File: config.mk
export PLATFORM = sky130hd
export DESIGN_NAME = multicycle_control
export DESIGN_NICKNAME = d
export VERILOG_FILES = /design/src/rtl/mc_pkg.sv /design/src/rtl/mc_if.sv /design/src/rtl/mc_core.sv /design/src/rtl/mc_seg_rom.sv /design/src/rtl/multicycle_control.sv
export SDC_FILE = /design/constraint.sdc
export NUM_CORES = 1
export LEC_CHECK = 0
export BUFFER_PORTS_ARGS = -buffer_cell sky130_fd_sc_hd__buf_2
export CORE_ASPECT_RATIO = 0.5
export CORE_MARGIN = 10
export CORE_UTILIZATION = 52
export DETAILED_ROUTE_END_ITERATION = 12
export PLACE_DENSITY = 0.83
export SYNTH_ARGS = -nofsm -noshare
export SYNTH_HDL_FRONTEND = slang
export SYNTH_HIERARCHICAL = 1
export SYNTH_SLANG_ARGS = --single-unit
export TNS_END_PERCENT = 20
File: constraint.sdc
create_clock -name i_clk -period 2.9 [get_ports i_clk]
set_input_delay 0.58 -clock i_clk [delete_from_list [all_inputs] [get_ports i_clk]]
set_output_delay 0.58 -clock i_clk [all_outputs]
set_load 0.1 [all_outputs]
File: src/rtl/mc_pkg.sv
// mc_pkg -- shared types and constants for the multi-cycle MIPS control unit.
//   state_e      : controller FSM states
//   OP_*         : IR[31:26] opcodes of the supported ISA subset
//   alu_op_e / alu_src_b_e / pc_src_e : datapath mux and ALU encodings
//   ctrl_t       : bundle of every datapath strobe driven by the controller
//   G_* / seg_word : 7-segment glyphs (active-high a..g in [6:0]) and packer
package mc_pkg;

  typedef enum logic [3:0] {
    S_FETCH, S_DECODE, S_MEMADR, S_MEMRD, S_MEMWB, S_MEMWR, S_EXEC,
    S_ALUWB, S_IEXEC, S_IWB, S_BRANCH, S_JUMP, S_FAULT
  } state_e;

  localparam logic [5:0] OP_RTYPE = 6'b000000;
  localparam logic [5:0] OP_ADDI  = 6'b001000;
  localparam logic [5:0] OP_ANDI  = 6'b001100;
  localparam logic [5:0] OP_LW    = 6'b100011;
  localparam logic [5:0] OP_SW    = 6'b101011;
  localparam logic [5:0] OP_BEQ   = 6'b000100;
  localparam logic [5:0] OP_BNE   = 6'b000101;
  localparam logic [5:0] OP_J     = 6'b000010;

  typedef enum logic [1:0] {ALU_ADD = 2'b00, ALU_SUB = 2'b01, ALU_FUNCT = 2'b10, ALU_AND = 2'b11} alu_op_e;
  typedef enum logic [1:0] {SRCB_RT = 2'b00, SRCB_FOUR = 2'b01, SRCB_IMM = 2'b10, SRCB_IMM_SH2 = 2'b11} alu_src_b_e;
  typedef enum logic [1:0] {PC_ALU = 2'b00, PC_ALUOUT = 2'b01, PC_JUMP = 2'b10, PC_RSVD = 2'b11} pc_src_e;

  typedef struct packed {
    logic       pc_write;
    logic       pc_write_cond;
    logic       bne;
    logic       iord;
    logic       mem_read;
    logic       mem_write;
    logic       ir_write;
    logic       mem_to_reg;
    logic       reg_dst;
    logic       reg_write;
    logic       alu_src_a;
    alu_src_b_e alu_src_b;
    alu_op_e    alu_op;
    pc_src_e    pc_src;
  } ctrl_t;

  localparam ctrl_t CTRL_IDLE = '0;

  // Glyphs, active-high, bit 6 = segment a ... bit 0 = segment g.
  localparam logic [6:0] G_BLANK = 7'h00;
  localparam logic [6:0] G_A = 7'h77, G_R = 7'h05, G_I = 7'h30, G_T = 7'h0F;
  localparam logic [6:0] G_D = 7'h3D, G_SI = 7'h10, G_N = 7'h15, G_L = 7'h0E;
  localparam logic [6:0] G_U = 7'h1C, G_S = 7'h5B, G_B = 7'h1F, G_E = 7'h4F;
  localparam logic [6:0] G_Q = 7'h73, G_J = 7'h38;

  localparam logic [34:0] SEG_BLANK = '1;

  // Packs five glyphs (d4 leftmost) into the active-low display word.
  function automatic logic [34:0] seg_word(input logic [6:0] d4, input logic [6:0] d3,
                                           input logic [6:0] d2, input logic [6:0] d1,
                                           input logic [6:0] d0);
    return ~{d4, d3, d2, d1, d0};
  endfunction

endpackage

File: src/rtl/mc_if.sv
// mc_if -- controller <-> datapath bundle.
//   opcode, mem_ready           : datapath -> controller
//   ctrl, fault, instr_count, seg : controller -> datapath / front panel
// Modports: master = controller side, slave = datapath side.
interface mc_if
  import mc_pkg::*;
#(
  parameter int CNT_W = 16
);
  logic [5:0]       opcode;
  logic             mem_ready;
  ctrl_t            ctrl;
  logic             fault;
  logic [CNT_W-1:0] instr_count;
  logic [34:0]      seg;

  modport master (input opcode, mem_ready, output ctrl, fault, instr_count, seg);
  modport slave  (output opcode, mem_ready, input ctrl, fault, instr_count, seg);
endinterface

File: src/rtl/mc_core.sv
// mc_core -- multi-cycle control FSM, memory wait/timeout counter, retire counter.
//   clk, rst_n : clock, async active-low reset
//   bus        : mc_if.master (opcode/mem_ready in; strobes, fault, count, seg out)
// Strobes are registered from the next state so they line up with the state
// register; only the FETCH IRWrite/PCWrite pair is gated by the live mem_ready.
// Optional front-panel mnemonic display under `define MC_SEG_DISPLAY_EN.
module mc_core
  import mc_pkg::*;
#(
  parameter int TIMEOUT_CYC = 16,
  parameter int TMO_W       = 8,
  parameter int CNT_W       = 16
) (
  input logic clk,
  input logic rst_n,
  mc_if.master bus
);
  // Last wait cycle: no ready here means the access has timed out.
  localparam logic [TMO_W-1:0] WAIT_LAST = TMO_W'(TIMEOUT_CYC - 1);

  state_e           state_q, state_d;
  ctrl_t            ctrl_q, ctrl_d, ctrl_o;
  logic [TMO_W-1:0] wait_q, wait_d;
  logic [CNT_W-1:0] count_q, count_d;
  logic             fault_q, fault_d;
  logic             retire;

  // State register and counters.
  always_ff @(posedge clk or negedge rst_n) begin
    // NOTE: the state starts in FETCH but the strobes reset to idle, so the
    // first cycle after reset issues no memory request.
    if (!rst_n) begin
      state_q <= S_FETCH;
      ctrl_q  <= CTRL_IDLE;
      wait_q  <= '0;
      count_q <= '0;
      fault_q <= 1'b0;
    end else begin
      // NOTE: non-blocking so every flop samples the pre-edge values.
      state_q <= state_d;
      ctrl_q  <= ctrl_d;
      wait_q  <= wait_d;
      count_q <= count_d;
      fault_q <= fault_d;
    end
  end

  // Next-state logic.
  always_comb begin
    // NOTE: defaults first so no path leaves a variable unassigned (no latch).
    state_d = state_q;
    wait_d  = wait_q;
    retire  = 1'b0;
    case (state_q)
      S_FETCH:  if (bus.mem_ready) state_d = S_DECODE;
      S_DECODE: begin
        case (bus.opcode)
          OP_LW, OP_SW:     state_d = S_MEMADR;
          OP_RTYPE:         state_d = S_EXEC;
          OP_ADDI, OP_ANDI: state_d = S_IEXEC;
          OP_BEQ, OP_BNE:   state_d = S_BRANCH;
          OP_J:             state_d = S_JUMP;
          default:          state_d = S_FAULT;
        endcase
      end
      S_MEMADR: state_d = (bus.opcode == OP_SW) ? S_MEMWR : S_MEMRD;
      S_MEMRD:  if (bus.mem_ready) state_d = S_MEMWB;
      S_MEMWR:  if (bus.mem_ready) begin
        state_d = S_FETCH;
        retire  = 1'b1;
      end
      S_EXEC:   state_d = S_ALUWB;
      S_IEXEC:  state_d = S_IWB;
      S_MEMWB, S_ALUWB, S_IWB, S_BRANCH, S_JUMP: begin
        state_d = S_FETCH;
        retire  = 1'b1;
      end
      default:  state_d = S_FAULT;
    endcase

    // Memory wait: ready on the last allowed cycle still wins.
    if (state_q inside {S_FETCH, S_MEMRD, S_MEMWR} && !bus.mem_ready) begin
      wait_d = wait_q + 1'b1;
      if (wait_q == WAIT_LAST) state_d = S_FAULT;
    end
    if (state_d != state_q && state_d inside {S_FETCH, S_MEMRD, S_MEMWR}) wait_d = '0;

    count_d = count_q + CNT_W'(retire);
    fault_d = fault_q | (state_d == S_FAULT);
  end

  // Output logic: strobes for the state being entered.
  always_comb begin
    ctrl_d = CTRL_IDLE;
    case (state_d)
      S_FETCH: begin
        ctrl_d.mem_read  = 1'b1;
        ctrl_d.ir_write  = 1'b1;  // armed; qualified by mem_ready below
        ctrl_d.pc_write  = 1'b1;
        ctrl_d.alu_src_b = SRCB_FOUR;
      end
      S_DECODE: ctrl_d.alu_src_b = SRCB_IMM_SH2;
      S_MEMADR: begin
        ctrl_d.alu_src_a = 1'b1;
        ctrl_d.alu_src_b = SRCB_IMM;
      end
      S_MEMRD: begin
        ctrl_d.mem_read = 1'b1;
        ctrl_d.iord     = 1'b1;
      end
      S_MEMWB: begin
        ctrl_d.reg_write  = 1'b1;
        ctrl_d.mem_to_reg = 1'b1;
      end
      S_MEMWR: begin
        ctrl_d.mem_write = 1'b1;
        ctrl_d.iord      = 1'b1;
      end
      S_EXEC: begin
        ctrl_d.alu_src_a = 1'b1;
        ctrl_d.alu_op    = ALU_FUNCT;
      end
      S_ALUWB: begin
        ctrl_d.reg_write = 1'b1;
        ctrl_d.reg_dst   = 1'b1;
      end
      S_IEXEC: begin
        ctrl_d.alu_src_a = 1'b1;
        ctrl_d.alu_src_b = SRCB_IMM;
        ctrl_d.alu_op    = (bus.opcode == OP_ANDI) ? ALU_AND : ALU_ADD;
      end
      S_IWB: ctrl_d.reg_write = 1'b1;
      S_BRANCH: begin
        ctrl_d.alu_src_a     = 1'b1;
        ctrl_d.alu_op        = ALU_SUB;
        ctrl_d.pc_write_cond = 1'b1;
        ctrl_d.pc_src        = PC_ALUOUT;
        ctrl_d.bne           = (bus.opcode == OP_BNE);
      end
      S_JUMP: begin
        ctrl_d.pc_write = 1'b1;
        ctrl_d.pc_src   = PC_JUMP;
      end
      default: ctrl_d = CTRL_IDLE;
    endcase
  end

  // The fetch pair loads IR and PC only in the cycle memory delivers.
  always_comb begin
    ctrl_o          = ctrl_q;
    ctrl_o.ir_write = ctrl_q.ir_write & bus.mem_ready;
    ctrl_o.pc_write = ctrl_q.pc_write & (~ctrl_q.ir_write | bus.mem_ready);
  end

  assign bus.ctrl        = ctrl_o;
  assign bus.fault       = fault_q;
  assign bus.instr_count = count_q;

`ifdef MC_SEG_DISPLAY_EN
  logic [34:0] seg_q, seg_d, glyph;

  mc_seg_rom u_seg_rom (.opcode(bus.opcode), .seg(glyph));

  always_comb begin
    seg_d = seg_q;
    if (state_d == S_FAULT)       seg_d = seg_word(G_E, G_R, G_R, G_BLANK, G_BLANK);
    else if (state_q == S_DECODE) seg_d = glyph;
  end

  always_ff @(posedge clk or negedge rst_n) begin
    if (!rst_n) seg_q <= SEG_BLANK;
    else        seg_q <= seg_d;
  end

  assign bus.seg = seg_q;
`else
  assign bus.seg = SEG_BLANK;
`endif

endmodule

File: src/rtl/mc_seg_rom.sv
// mc_seg_rom -- opcode to five-digit mnemonic glyph lookup (active-low).
//   opcode : IR[31:26]
//   seg    : 35-bit display word, [34:28] leftmost digit; unknown opcodes show "Err"
module mc_seg_rom
  import mc_pkg::*;
(
  input  logic [5:0]  opcode,
  output logic [34:0] seg
);
  always_comb begin
    case (opcode)
      OP_RTYPE: seg = seg_word(G_A, G_R, G_I, G_T, G_BLANK);
      OP_ADDI:  seg = seg_word(G_A, G_D, G_D, G_SI, G_BLANK);
      OP_ANDI:  seg = seg_word(G_A, G_N, G_D, G_SI, G_BLANK);
      OP_LW:    seg = seg_word(G_L, G_U, G_BLANK, G_BLANK, G_BLANK);
      OP_SW:    seg = seg_word(G_S, G_U, G_BLANK, G_BLANK, G_BLANK);
      OP_BEQ:   seg = seg_word(G_B, G_E, G_Q, G_BLANK, G_BLANK);
      OP_BNE:   seg = seg_word(G_B, G_N, G_E, G_BLANK, G_BLANK);
      OP_J:     seg = seg_word(G_J, G_BLANK, G_BLANK, G_BLANK, G_BLANK);
      default:  seg = seg_word(G_E, G_R, G_R, G_BLANK, G_BLANK);
    endcase
  end
endmodule

File: src/rtl/multicycle_control.sv
// multicycle_control -- multi-cycle MIPS control unit (R-type, addi, andi,
// lw, sw, beq, bne, j) between the IR and a shared-memory datapath.
//   i_clk, i_rst_n         : clock, async active-low reset
//   i_opcode, i_zero       : IR[31:26], ALU zero flag (used by the datapath PC-load gate)
//   i_mem_ready            : memory completes the current access this cycle
//   o_PCWrite .. o_PCSrc   : datapath strobes
//   o_fault, o_instr_count : sticky fault, wrapping retired-instruction count
//   o_seg                  : five active-low 7-seg digits (`define MC_SEG_DISPLAY_EN)
module multicycle_control
  import mc_pkg::*;
#(
  parameter int TIMEOUT_CYC = 16,
  parameter int TMO_W       = 8,
  parameter int CNT_W       = 16
) (
  input  logic             i_clk,
  input  logic             i_rst_n,
  input  logic [5:0]       i_opcode,
  input  logic             i_zero,
  input  logic             i_mem_ready,
  output logic             o_PCWrite,
  output logic             o_PCWriteCond,
  output logic             o_Bne,
  output logic             o_IorD,
  output logic             o_MemRead,
  output logic             o_MemWrite,
  output logic             o_IRWrite,
  output logic             o_MemtoReg,
  output logic             o_RegDst,
  output logic             o_RegWrite,
  output logic             o_ALUSrcA,
  output logic [1:0]       o_ALUSrcB,
  output logic [1:0]       o_ALUOp,
  output logic [1:0]       o_PCSrc,
  output logic             o_fault,
  output logic [CNT_W-1:0] o_instr_count,
  output logic [34:0]      o_seg
);
  mc_if #(.CNT_W(CNT_W)) bus ();

  // The zero flag is combined with o_Bne in the datapath, not here.
  logic unused_zero;
  assign unused_zero = i_zero;

  assign bus.opcode    = i_opcode;
  assign bus.mem_ready = i_mem_ready;

  mc_core #(
    .TIMEOUT_CYC(TIMEOUT_CYC),
    .TMO_W      (TMO_W),
    .CNT_W      (CNT_W)
  ) u_core (
    .clk  (i_clk),
    .rst_n(i_rst_n),
    .bus  (bus.master)
  );

  assign o_PCWrite     = bus.ctrl.pc_write;
  assign o_PCWriteCond = bus.ctrl.pc_write_cond;
  assign o_Bne         = bus.ctrl.bne;
  assign o_IorD        = bus.ctrl.iord;
  assign o_MemRead     = bus.ctrl.mem_read;
  assign o_MemWrite    = bus.ctrl.mem_write;
  assign o_IRWrite     = bus.ctrl.ir_write;
  assign o_MemtoReg    = bus.ctrl.mem_to_reg;
  assign o_RegDst      = bus.ctrl.reg_dst;
  assign o_RegWrite    = bus.ctrl.reg_write;
  assign o_ALUSrcA     = bus.ctrl.alu_src_a;
  assign o_ALUSrcB     = bus.ctrl.alu_src_b;
  assign o_ALUOp       = bus.ctrl.alu_op;
  assign o_PCSrc       = bus.ctrl.pc_src;
  assign o_fault       = bus.fault;
  assign o_instr_count = bus.instr_count;
  assign o_seg         = bus.seg;

endmodule

==> run_results.csv <==
group,metric,value,unit
clock_tree,cts.sinks,45,
timing,period_share,0.898,
cells_and_area,fin_cells,360,
cells_and_area,n_fill_cell,426,
route,first_pass_iters,4,
power_and_ir_drop,netSwitchingPower,431,uW
synthesis,yosysTopAreaCellShare,0.430,
power_and_ir_drop,p_leak,0.00138,uW
clock_tree,cts_root_buf,"clkbuf_8",
critical_path,endpoint_kind,"register",
placement,dp.cells,352,
power_and_ir_drop,seq_power_share,0.473,
floorplan,dieHeight,70.2,um
timing,hold_violations,0,
global_route,busiest_layer,"met2",
timing,min_period,2610,ps
clock_tree,hold_buffers,0,
cells_and_area,multiInputGateArea,0.00119,mm2
synthesis,syn_area,0.00262,mm2
cells_and_area,drive_gt1_frac,0.224,
clock_tree,cts_tree,"built",
synthesis,synth_area_leaders,"dfrtp_1 43%, buf_4 14%, xnor2_1 4.7%",
timing,rsz0062_at_grt,"no",
clock_tree,clkTransAtPathRegs,80,ps
synthesis,synthArstFlopShare,1.00,
clock_tree,clockBufferDepth,2,
power_and_ir_drop,ir_worst_vdd,0.000203,V
route,drt_iter0_markers,79,
floorplan,initial_utilization,0.534,
clock_tree,post_cts_resized,0,
power_and_ir_drop,clkPwrFrac,0.350,
critical_path,r2r_start,"u_core/state_q[0]",
job,cap_violations,0,
timing,fmax,0.384,GHz
global_route,grt_max_degree,46,
route,routed-via-count,1801,
cells_and_area,final_common_cell,"dfrtp_1",
global_route,grt_pass1_vias,1869,
power_and_ir_drop,comb_power_share,0.177,
placement,hpwl,3.98,mm
global_route,grt_first_pass_wirelength,8.58,mm
clock_tree,numCtsBuffers,5,
timing,setup_viol,0,
clock_tree,cts_setup_buffers,0,
synthesis,synth_area_per_cell,9.97,um2
cells_and_area,register_area,0.00113,mm2
cells_and_area,num_antenna_cells,0,
cells_and_area,num-nets-final,302,
timing,fin_skew,2.16,ps
hold_path,min_path_type,"in2async",
floorplan,coreArea,0.00491,mm2
floorplan,die_w,120,um
clock_tree,htree_levels,2,
critical_path,cp-startpoint,"u_core/state_q[0]",
floorplan,die-area,0.00845,mm2
floorplan,io_pins,79,
route,wire_per_inst,14.3,um
critical_path,worstSetupPathType,"reg2reg",
critical_path,required,3060,ps
route,routed_wl,5.15,mm
critical_path,start_kind,"register",
power_and_ir_drop,switching_share,0.325,
timing,slew_headroom,0.377,
cells_and_area,layout-area-overhead-vs-synth,4.82,%
placement,io_buffer_count,42,
synthesis,synth_top_cell_by_area,"dfrtp_1",
synthesis,ys_seq_area_frac,0.430,
route,drc_errors,0,
timing,worst_pin_slew,934,ps
synthesis,synth_cells,263,
global_route,antenna_found_initial,0,
global_route,use_met1,0.138,
power_and_ir_drop,p_per_area,482,mW/mm2
cells_and_area,most-common-layout-cells,"45 x dfrtp_1, 42 x buf_2, 35 x conb_1",
power_and_ir_drop,power.internal,895,uW
route,vias_per_cell,5.00,
synthesis,synth-main-ff-cell,"dfrtp_1",
timing,final.setup.tns,0,ps
critical_path,cp.arrival,2760,ps
route,final_antenna_net_count,0,
status,status,"finished clean",
placement,gp_congestion,0.890,
timing,slew_violations,0,
critical_path,reg2reg_setup_slack,300,ps
global_route,globalRouteMet3Util,0.0417,
critical_path,worst-path-max-fanout,16,
synthesis,ys_ff_latch,45,
global_route,grt_remaining_overflow,0,
floorplan,fp-row-count,18,
synthesis,synth_edf_count,0,
global_route,grt_use_total,0.119,
synthesis,synth_cell_type_count,50,
global_route,use_met2,0.201,
clock_tree,worstSkewPairLatency,290,ps
synthesis,ys.warnings.count,6,
[per-layer routing]
metal  part of all wire  up-vias
li1                   -      854
met1               0.43      847
met2               0.46       95
met3              0.094        5
met4             0.0072        0
met5                  0        -
[state kept, by name, indices dropped and copies added, names as in the netlist]
| name | flops |
|---|---|
| u_core/bus.instr_count | 16 |
| u_core/bus.fault | 1 |
| u_core/ctrl_q | 2 |
| u_core/state_q | 4 |
| u_core/bus.ctrl | 14 |
| u_core/wait_q | 8 |
[power groups by stage]
stage,Clock (uW),Combinational (uW),Sequential [uW]
CTS,478,232,627
global route,508,243,627
detailed placement,0,232,639
global placement,0,230,639
floorplan,0,246,640
finish,464,234,627
[final cells by class]
class / instances / area share
clock buffer: 6 / 0.0264
clock inverter: 2 / 0.0141
inverter: 4 / 0.00546
multi-input combinational: 190 / 0.433
sequential: 45 / 0.410
tap: 70 / 0.0319
timing repair buffer: 43 / 0.0792
[synth_stat cells (all sizes together), types with 2 or more instances]
cell     n
xor2    10
inv      4
o21bai   3
mux2     2
nand4    2
nor3     7
nor2    27
or3      3
and2     3
nand3   12
nor3b    4
or2      6
nand2   14
mux2i    2
a21oi    4
and3     2
dfrtp   45
clkbuf   4
nand2b   3
ha       3
buf     54
nor2b    5
xnor2   14
o21ai    5
o22ai    3
and4     2
a22oi    3
[kinds of logic (layout without fill, tap and decap cells)]
| group | count (synthesis) | in the layout | synth area share |
|---|---|---|---|
| buffers and inverters | 62 | 55 | 0.165 |
| other | 1 | 35 | 0.00143 |
| adder cells (fa/ha/maj) | 3 | 3 | 0.0143 |
| XOR/XNOR | 24 | 24 | 0.0802 |
| AND/OR/NAND/NOR | 93 | 93 | 0.185 |
| flip-flops | 45 | 45 | 0.430 |
| multiplexers | 4 | 4 | 0.0162 |
| AO/OA/AOI/OAI | 31 | 31 | 0.108 |
[worst max-delay path, stage by stage (launching register included)]
cell and delay (ps):
dfrtp_1 690, nand2b_4 120, or3_4 360, o32ai_4 350, xnor2_1 210, a2111oi_4 600, nor2_1 140
[metrics by stage]
step / instance area [um2] / hold slack, ps / total power [uW] / setup slack [ps] / util
after detailed placement: 2640 / 446 / 872 / 182 / 0.537
after global routing: 2750 / 496 / 1380 / 123 / 0.560
final: 2750 / 421 / 1330 / 295 / 0.560
after global placement: 2640 / 443 / 869 / 279 / 0.537
after floorplan: 2750 / 284 / 885 / 43.4 / -
after CTS: 2750 / 467 / 1340 / 329 / 0.560
[worst paths after layout]
| check | cells after the start | endpoint |
|---|---|---|
| min in group i_clk | 1 | u_core/bus.fault |
| worst max register to register | 6 | u_core/wait_q[5] |
| worst min register to register | 1 | u_core/bus.fault |
| worst min-delay path | 1 | u_core/bus.instr_count[4] |
| worst max-delay path | 6 | u_core/wait_q[5] |
| max in group asynchronous | 1 | u_core/bus.ctrl[11] |
No activity file was read; power rests on OpenSTA's default activity.
